`src/rtl/mem_arbiter.sv`:
```
// Two-master (fetch / load-store) arbiter onto one synchronous memory port with saturating wait counters.
// Define MEM_ARB_ROUND_ROBIN_EN for round-robin tie-break; otherwise the data bus has fixed priority.
module mem_arbiter #(
    parameter int STAT_W = 16
) (
    input  logic              i_clk,
    input  logic              i_rst_n,
    // instruction-fetch master
    input  logic [29:0]       i_inst_addr,
    input  logic [31:0]       i_inst_data_d,
    output logic [31:0]       o_inst_data_q,
    input  logic              i_inst_read,
    input  logic              i_inst_write,
    output logic              o_inst_ready,
    input  logic [3:0]        i_inst_byte_sel,
    // load/store master
    input  logic [29:0]       i_data_addr,
    input  logic [31:0]       i_data_data_d,
    output logic [31:0]       o_data_data_q,
    input  logic              i_data_read,
    input  logic              i_data_write,
    output logic              o_data_ready,
    input  logic [3:0]        i_data_byte_sel,
    // shared memory port
    output logic [29:0]       o_mem_addr,
    output logic [31:0]       o_mem_data_d,
    input  logic [31:0]       i_mem_data_q,
    output logic              o_mem_read,
    output logic              o_mem_write,
    input  logic              i_mem_ready,
    output logic [3:0]        o_mem_byte_sel,
    // status
    output logic              o_grant_inst,
    output logic              o_grant_data,
    output logic [STAT_W-1:0] o_inst_wait,
    output logic [STAT_W-1:0] o_data_wait
);

    typedef enum logic [1:0] {
        ST_IDLE   = 2'd0,
        ST_BUSY_I = 2'd1,
        ST_BUSY_D = 2'd2
    } state_t;

    localparam logic [STAT_W-1:0] STAT_MAX = {STAT_W{1'b1}};
    localparam logic [STAT_W-1:0] STAT_ONE = STAT_W'(1);

    state_t            r_state;
    logic [STAT_W-1:0] r_inst_wait;
    logic [STAT_W-1:0] r_data_wait;
`ifdef MEM_ARB_ROUND_ROBIN_EN
    logic              r_last_inst;
`endif

    logic w_inst_req;
    logic w_data_req;
    logic w_pick_inst;
    logic w_pick_data;
    logic w_grant_inst;
    logic w_grant_data;

    assign w_inst_req = i_inst_read | i_inst_write;
    assign w_data_req = i_data_read | i_data_write;

    // Owner selection: combinational arbitration in IDLE, locked owner while busy.
    always_comb begin
        w_pick_inst = 1'b0;
        w_pick_data = 1'b0;
        case (r_state)
            ST_IDLE: begin
                if (w_inst_req && w_data_req) begin
`ifdef MEM_ARB_ROUND_ROBIN_EN
                    if (r_last_inst) begin
                        w_pick_data = 1'b1;
                    end else begin
                        w_pick_inst = 1'b1;
                    end
`else
                    w_pick_data = 1'b1;
`endif
                end else if (w_inst_req) begin
                    w_pick_inst = 1'b1;
                end else if (w_data_req) begin
                    w_pick_data = 1'b1;
                end else begin
                    w_pick_inst = 1'b0;
                    w_pick_data = 1'b0;
                end
            end
            ST_BUSY_I: w_pick_inst = 1'b1;
            ST_BUSY_D: w_pick_data = 1'b1;
            default: begin
                w_pick_inst = 1'b0;
                w_pick_data = 1'b0;
            end
        endcase
    end

    // Gating with reset kills the memory strobes and master readies asynchronously.
    assign w_grant_inst = w_pick_inst & i_rst_n;
    assign w_grant_data = w_pick_data & i_rst_n;

    // Route the owner's request to memory and the memory response back to the owner only.
    always_comb begin
        o_mem_addr     = 30'h0;
        o_mem_data_d   = 32'h0;
        o_mem_read     = 1'b0;
        o_mem_write    = 1'b0;
        o_mem_byte_sel = 4'b0000;
        if (w_grant_inst) begin
            o_mem_addr     = i_inst_addr;
            o_mem_data_d   = i_inst_data_d;
            o_mem_read     = i_inst_read;
            o_mem_write    = i_inst_write;
            o_mem_byte_sel = i_inst_byte_sel;
        end else if (w_grant_data) begin
            o_mem_addr     = i_data_addr;
            o_mem_data_d   = i_data_data_d;
            o_mem_read     = i_data_read;
            o_mem_write    = i_data_write;
            o_mem_byte_sel = i_data_byte_sel;
        end else begin
            o_mem_read     = 1'b0;
            o_mem_write    = 1'b0;
        end
    end

    assign o_inst_ready  = w_grant_inst & i_mem_ready;
    assign o_data_ready  = w_grant_data & i_mem_ready;
    assign o_inst_data_q = w_grant_inst ? i_mem_data_q : 32'h0;
    assign o_data_data_q = w_grant_data ? i_mem_data_q : 32'h0;
    assign o_grant_inst  = w_grant_inst;
    assign o_grant_data  = w_grant_data;
    assign o_inst_wait   = r_inst_wait;
    assign o_data_wait   = r_data_wait;

    // Transaction FSM and last-served pointer.
    always_ff @(posedge i_clk or negedge i_rst_n) begin
        if (!i_rst_n) begin
            r_state     <= ST_IDLE;
`ifdef MEM_ARB_ROUND_ROBIN_EN
            r_last_inst <= 1'b1;
`endif
        end else begin
            case (r_state)
                ST_IDLE: begin
                    if (w_grant_inst && !i_mem_ready) begin
                        r_state <= ST_BUSY_I;
                    end else if (w_grant_data && !i_mem_ready) begin
                        r_state <= ST_BUSY_D;
                    end else begin
                        r_state <= ST_IDLE;
                    end
                end
                ST_BUSY_I, ST_BUSY_D: begin
                    if (i_mem_ready) begin
                        r_state <= ST_IDLE;
                    end else begin
                        r_state <= r_state;
                    end
                end
                default: r_state <= ST_IDLE;
            endcase
`ifdef MEM_ARB_ROUND_ROBIN_EN
            if ((w_grant_inst || w_grant_data) && i_mem_ready) begin
                r_last_inst <= w_grant_inst;
            end else begin
                r_last_inst <= r_last_inst;
            end
`endif
        end
    end

    // Saturating wait-cycle counters, cleared only by reset.
    always_ff @(posedge i_clk or negedge i_rst_n) begin
        if (!i_rst_n) begin
            r_inst_wait <= {STAT_W{1'b0}};
            r_data_wait <= {STAT_W{1'b0}};
        end else begin
            if (w_inst_req && !w_grant_inst && (r_inst_wait != STAT_MAX)) begin
                r_inst_wait <= r_inst_wait + STAT_ONE;
            end else begin
                r_inst_wait <= r_inst_wait;
            end
            if (w_data_req && !w_grant_data && (r_data_wait != STAT_MAX)) begin
                r_data_wait <= r_data_wait + STAT_ONE;
            end else begin
                r_data_wait <= r_data_wait;
            end
        end
    end

endmodule

```
`config.mk`:
```
export PLATFORM = sky130hd
export DESIGN_NAME = mem_arbiter
export DESIGN_NICKNAME = d
export VERILOG_FILES = /design/src/rtl/mem_arbiter.sv
export SDC_FILE = /design/constraint.sdc
export NUM_CORES = 1
export LEC_CHECK = 0
export BUFFER_PORTS_ARGS = -buffer_cell sky130_fd_sc_hd__buf_2
export CAP_MARGIN = 40
export CORE_AREA = 2 2 131 133
export DETAILED_ROUTE_END_ITERATION = 12
export DIE_AREA = 0 0 133 135
export PLACE_DENSITY = 0.47
export RECOVER_POWER = 100
export SYNTH_ARGS = -nofsm -noshare
export SYNTH_HDL_FRONTEND = slang
export SYNTH_SLANG_ARGS = --single-unit
export TNS_END_PERCENT = 20
```
`constraint.sdc`:
```
create_clock -name i_clk -period 5.1 [get_ports i_clk]
set_input_delay 1.53 -clock i_clk [delete_from_list [all_inputs] [get_ports i_clk]]
set_output_delay 1.53 -clock i_clk [all_outputs]
set_load 0.01 [all_outputs]
```
==> results of run 1 <==
placed cells by master, fill, tap and decap left out, types with 3 or more instances in the layout:
cell type / instances
and2_1: 22
ha_1: 5
nand4_1: 8
a21oi_1: 3
nor2_1: 8
nand2_1: 11
and3_1: 40
clkbuf_1: 156
nand3_1: 14
xnor2_1: 8
a22o_1: 68
nor3_1: 7
dfrtp_1: 34
inv_1: 4
a31oi_1: 3
clkbuf_16: 5
nor4b_1: 5
and2_0: 12
mux2_2: 4
nor4_1: 4
a211oi_1: 5
xor2_1: 18
buf_4: 6
buf_2: 186
worst max-delay path: stages:
cell and delay [ps]:
clkbuf_1 250, nor2_1 150, a31o_2 270, and2_2 200
clkbuf_2 310, a22o_1 370, clkbuf_1 150
power groups by stage:
stage / registers [W] / logic (W) / clock network, W
after global placement: 0.000448 / 0.000700 / 0
after floorplan: 0.000463 / 0.000316 / 0
after detailed placement: 0.000454 / 0.000700 / 0
final: 0.000453 / 0.000654 / 0.000284
after global routing: 0.000468 / 0.000716 / 0.000307
after CTS: 0.000451 / 0.000704 / 0.000295
cell usage after synthesis (all sizes together) (3+ instances only):
cell type,instances
mux2,4
nor2,8
a22o,68
a211oi,5
a21oi,3
xor2,18
nand4,8
clkbuf,14
ha,5
nand3,14
nor3,7
inv,4
nor4,5
xnor2,8
and3,40
dfrtp,34
nor4b,5
a31oi,3
nand2,11
buf,12
and2,35
registers in the layout, indices dropped and copies added, names as in the netlist:
| register | cells |
|---|---|
| o_data_wait | 16 |
| o_inst_wait | 16 |
| r_state | 2 |
metrics by stage:
stage | util | setup WS, ps | instance area, µm² | hold WS [ps]
floorplan | - | 751.9 | 2960 | 502.4
global placement | 0.2980 | 465.8 | 4890 | 499.2
detailed placement | 0.2983 | 472.2 | 4895 | 496.4
CTS | 0.3064 | 463.5 | 5027 | 507.1
global route | 0.2931 | 187.2 | 4810 | 534.4
finish | 0.2933 | 326.7 | 4812 | 511.5
per-layer routing:
layer  up-vias  share of wire  global-route usage
met5         -        0.00061                   0
met4         2          0.016             0.04361
met3        16           0.12              0.1164
met2       229           0.48              0.3716
met1      1996           0.39              0.2591
li1       1924              -                   -
cell families after synthesis:
| family | count (synthesis) | synth area share |
|---|---|---|
| adders and majority gates | 5 | 0.02113 |
| and+or+nand+nor | 142 | 0.2942 |
| xor gates and xnor gates | 26 | 0.07692 |
| AOI/OAI and AO/OA | 89 | 0.2570 |
| muxes | 4 | 0.01521 |
| buffers and inverters | 30 | 0.04818 |
| DFF | 34 | 0.2874 |
layout make-up:
class,count,area (µm²),share of cell area
Inverter,4,15.01,0.003120
Tap cell,220,275.3,0.05720
Timing Repair Buffer,349,1584,0.3292
Clock buffer,7,132.6,0.02756
Sequential cell,34,850.8,0.1768
Antenna cell,1,2.502,0.0005200
Multi-Input combinational cell,266,1952,0.4056
final timing paths:
kind / depth (start not counted) / slack [ps] / end / start
max in group asynchronous: 2 / 2870 / r_state[1] / i_rst_n
min: 1 / 510 / o_data_wait[12] / o_data_wait[12]
max: 7 / 330 / o_mem_addr[28] / i_data_read
min in group asynchronous: 2 / 1380 / o_inst_wait[8] / i_rst_n
max reg2reg: 6 / 2850 / o_data_wait[1] / r_state[0]
min reg2reg: 1 / 510 / o_data_wait[12] / o_data_wait[12]
==> flow_summary.json, run 1 <==
{
  "die_area_um2": 17960,
  "ios": 339,
  "cp-end-kind": "output port",
  "sw_frac_of_total": 0.4380,
  "core_area_um2": 16410,
  "rows": 47,
  "clkPwrFrac": 0.204,
  "place_congestion": 0.9504,
  "ys_top_cells_by_area": "dfrtp_1 29%, a22o_1 20%, and3_1 8.5%",
  "ir_drop_mv": 0.1569,
  "grt_start_max_net_pins": 48,
  "htreeDepth": 2,
  "ys_types": 41,
  "route.vias.total": 4167,
  "first_global_vias": 4204,
  "cp.arrival_ps": 3240,
  "min_period_ps": 4773,
  "pwr-share-seq": 0.326,
  "worstPathRequired_ps": 3570,
  "cts_setup_buffers": 0,
  "wl_per_cell_um": 24.15,
  "fin_setup_tns_ps": 0,
  "setup_violations": 0,
  "p_int_w": 0.0007821,
  "syn_nets": 506,
  "syn_area_per_cell_um2": 8.971,
  "synthArstFlopShare": 1.000,
  "grt_remaining_overflow": 0,
  "cts_root_buf": "clkbuf_16",
  "finalHoldViolCount": 0,
  "hpwlAfterDp_mm": 18.10,
  "dr.pass1.iters": 4,
  "clk_pin_slew_ps": 50,
  "tightest_slew_ps": 1185,
  "ys_ff_latch": 34,
  "hold_buffers": 0,
  "fmax_ghz": 0.2095,
  "wirelength_mm": 21.28,
  "clock_path_buffers": 2,
  "power.switching_w": 0.0006094,
  "synth_edf_count": 0,
  "critPathMaxFanout": 22,
  "synth_flop_cell": "dfrtp_1",
  "syn_to_final_growth_pct": 62.55,
  "start_kind": "primary input",
  "synth_area_um2": 2960,
  "drt-initial-drc-count": 221,
  "antenna_found_initial": 2,
  "status": "complete, no violations",
  "clock_skew_ps": 4.559,
  "cts_tree": "done",
  "p_comb_frac": 0.470,
  "drc_errors": 0,
  "n_fill_cell": 1859,
  "yosys.area.top_type": "dfrtp_1",
  "synth_seq_area_share": 0.2874,
  "total_power_w": 0.001391,
  "clock_sinks": 34,
  "start_util": 0.1804,
  "hold_class": "reg2reg",
  "placed_cells": 873,
  "numCtsBuffers": 5,
  "clk_latency_ps": 280,
  "ys.warnings.count": 0,
  "fin_nets": 836,
  "power_leakage_nw": 2.359,
  "post_cts_resized": 0,
  "portBuffers": 338,
  "layout-drive-gt1-share": 0.3167,
  "maxSlewViolCount": 0,
  "die_h_um": 135,
  "final_cells": 881,
  "powerDensity_nw_per_um2": 289.2,
  "die_w_um": 133,
  "grt_usage": 0.2237,
  "crit_type": "in2out",
  "avgViaCountPerCell": 4.730,
  "synthCells": 330,
  "cap_violations": 0,
  "antenna_left": 0,
  "rsz0062_at_grt": "no",
  "grt_pass1_wl_mm": 28.95,
  "slew_headroom": 0.2019,
  "synth_top_cell_area_share": 0.2874,
  "fin_crit_sh": 0.9359
}
Power figures use the tool's default switching activity.
==> inputs of run 2 (changes only) <==
--- a/config.mk
+++ b/config.mk
@@ -5,12 +5,13 @@
 export SDC_FILE = /design/constraint.sdc
 export NUM_CORES = 1
 export LEC_CHECK = 0
+export ABC_AREA = 1
 export BUFFER_PORTS_ARGS = -buffer_cell sky130_fd_sc_hd__buf_2
 export CAP_MARGIN = 40
-export CORE_AREA = 2 2 131 133
+export CORE_AREA = 2 2 132 134
 export DETAILED_ROUTE_END_ITERATION = 12
-export DIE_AREA = 0 0 133 135
-export PLACE_DENSITY = 0.47
+export DIE_AREA = 0 0 134 136
+export PLACE_DENSITY = 0.5
 export RECOVER_POWER = 100
 export SYNTH_ARGS = -nofsm -noshare
 export SYNTH_HDL_FRONTEND = slang
==> run 2 against run 1 <==
  * The flow now finishes with violations (capacitance limit, slew limit)
  * Synthesized area is 20% higher
  * Fmax is 3.1% higher
  * Sequential cell count stayed put
  * Critical path depth grew 4
  * Final cell count up 35%
  * Largest cell class unchanged
==> flow_summary.json, run 2 <==
{
  "status": "finished with violations",
  "violations": "capacitance limit, slew limit",
  "grt_remaining_overflow": 0,
  "dr.pass1.iters": 4,
  "cpPeakStageDelay_ps": 250,
  "clk_latency_ps": 280,
  "layout-drive-gt1-share": 0.2031,
  "fin_setup_tns_ps": 0,
  "maxSlewViolCount": 35,
  "clock_path_buffers": 2,
  "antenna_cells": 0,
  "worstPathRequired_ps": 3570,
  "portBuffers": 338,
  "cp.arrival_ps": 3100,
  "synthCells": 641,
  "setup_violations": 0,
  "fmax_ghz": 0.2160,
  "n_fill_cell": 2013,
  "total_power_w": 0.001282,
  "start_util": 0.2103,
  "drt-initial-drc-count": 230,
  "yosys.cell_count.top_type": "nand2_1",
  "grt_start_max_net_pins": 77,
  "ys_top_cells_by_area": "nand2_1 29%, dfrtp_1 24%, nand3_1 12%",
  "synth_area_um2": 3550,
  "ff_latch_area_um2": 850.8,
  "multi_input_area_um2": 2267,
  "final_common_cell": "nand2_1",
  "slowest_stage": "buf_12",
  "drc_errors": 0,
  "synth_top_cell_area_share": 0.2855,
  "numCtsBuffers": 5,
  "die_area_um2": 18220,
  "synth_flop_cell": "dfrtp_1",
  "route.vias.total": 5025,
  "ys_types": 25,
  "core_area_um2": 16880,
  "fin_nets": 1135,
  "synthArstFlopShare": 1.000,
  "powerDensity_nw_per_um2": 239.4,
  "start_kind": "primary input",
  "synth_common_cells": "270 x nand2_1, 98 x nor2_1, 85 x nand3_1",
  "syn_to_final_growth_pct": 50.90,
  "hpwlAfterDp_mm": 12.54,
  "antenna_left": 0,
  "cts_tree": "done",
  "syn_nets": 817,
  "clk_pin_slew_ps": 50,
  "yosys.area.top_type": "nand2_1",
  "crit_type": "in2out",
  "cp-end-kind": "output port",
  "hold_class": "reg2reg",
  "grt_usage": 0.1602,
  "ios": 339,
  "finalHoldViolCount": 0,
  "avgViaCountPerCell": 4.241,
  "ir_drop_mv": 0.1174,
  "post_cts_resized": 0,
  "cap_violations": 1,
  "wirelength_mm": 15.83,
  "clock_sinks": 34,
  "power_leakage_nw": 2.912,
  "die_h_um": 136,
  "fin_crit_sh": 0.9078,
  "cts_root_buf": "clkbuf_16",
  "htreeDepth": 2,
  "r2r_slack_ps": 2500,
  "rows": 48,
  "place_congestion": 0.8244,
  "wl_per_cell_um": 13.36,
  "synth_seq_area_share": 0.2397,
  "clock_skew_ps": 5.012,
  "ys_ff_latch": 34,
  "slew_headroom": -0.2714,
  "rsz0062_at_grt": "no",
  "antenna_found_initial": 1,
  "hold_buffers": 0,
  "critical_path.cell_chain": "buf_2 > inv_1 > nand2_1 > nand3_1 > nand2_1 > nand2_1 > inv_1 > buf_12 > nand2_1 > nand2_1 > clkbuf_1",
  "grt_pass1_wl_mm": 23.40,
  "cts_setup_buffers": 0,
  "critPathMaxFanout": 67,
  "final_cell_mix": "272 x nand2_1, 171 x buf_2, 169 x clkbuf_1",
  "first_global_vias": 4399,
  "synth_edf_count": 0,
  "ys.warnings.count": 0,
  "syn_area_per_cell_um2": 5.538,
  "die_w_um": 134,
  "crit_top_cell": "nand2_1",
  "tightest_slew_ps": 1907,
  "min_period_ps": 4630
}
==> run 2: changes by cell type in the layout (fill, tap and decap cells not counted), moves of 12 or more <==
cell / change
nand2_1: +261
inv_1: +55
nor2_1: +90
nand3_1: +72
and2_1: -22
buf_2: -15
and3_1: -40
a22o_1: -68
and2_0: -12
clkbuf_1: +13
==> run 2: critical path, delay by kind of cell <==
family	cells	cell delay (ps)
and+or+nand+nor	6	740
buffers and inverters	5	760
==> run 2: logic make-up after synthesis <==
| group | count (synthesis) | share of synthesized area |
|---|---|---|
| AOI/OAI and AO/OA | 11 | 0.01868 |
| xor gates and xnor gates | 21 | 0.05182 |
| adders and majority gates | 5 | 0.01762 |
| buffers and inverters | 95 | 0.1160 |
| DFF | 34 | 0.2397 |
| and+or+nand+nor | 475 | 0.5562 |
==> run 2: per-layer routing <==
metal / vias up / routed length, µm / track usage
li1: 2602 / - / -
met1: 2220 / 6583 / 0.2014
met2: 184 / 7756 / 0.2732
met3: 17 / 1207 / 0.03990
met4: 2 / 269 / 0.04314
met5: - / 13 / 0
==> run 2: area by class of cell <==
cell class / count / area share
multi-input cells: 512 / 0.4233
repair buffers: 344 / 0.2908
flip-flops and latches: 34 / 0.1588
well taps: 225 / 0.05256
inverters: 62 / 0.04345
clock buffers: 8 / 0.03107
==> run 2: worst paths after layout <==
| check | startpoint | end | cells after the start |
|---|---|---|---|
| worst min-delay path | o_data_wait[1] | o_data_wait[1] | 2 |
| max in group asynchronous | i_rst_n | o_inst_wait[9] | 2 |
| min in group asynchronous | i_rst_n | o_data_wait[3] | 2 |
| worst max-delay path | i_inst_write | o_mem_addr[21] | 11 |
| worst min register to register | o_data_wait[1] | o_data_wait[1] | 2 |
| worst max register to register | r_state[0] | o_data_wait[3] | 9 |
==> run 2: stage by stage <==
| step | instance area, µm² | worst slack [ps] | utilization | hold WS [ps] | cells |
|---|---|---|---|---|---|
| 3_5_place_dp | 5434 | 747.1 | 0.3220 | 544.6 | 1177 |
| 2_1_floorplan | 3550 | 1126 | - | 553.5 | 641 |
| 6_report | 5356 | 470.5 | 0.3174 | 553.7 | 1185 |
| 4_1_cts | 5600 | 743.7 | 0.3319 | 557.9 | 1185 |
| 3_3_place_gp | 5434 | 740.1 | 0.3220 | 535.3 | 1177 |
| 5_1_grt | 5356 | 312.9 | 0.3174 | 602.7 | 1185 |
==> run 2: where the power goes <==
| part | switching [W] | internal (W) |
|---|---|---|
| clock network | 0.000113 | 0.000221 |
| logic | 0.000357 | 0.000202 |
| registers | 0.0000732 | 0.000316 |
| total | 0.000544 | 0.000739 |
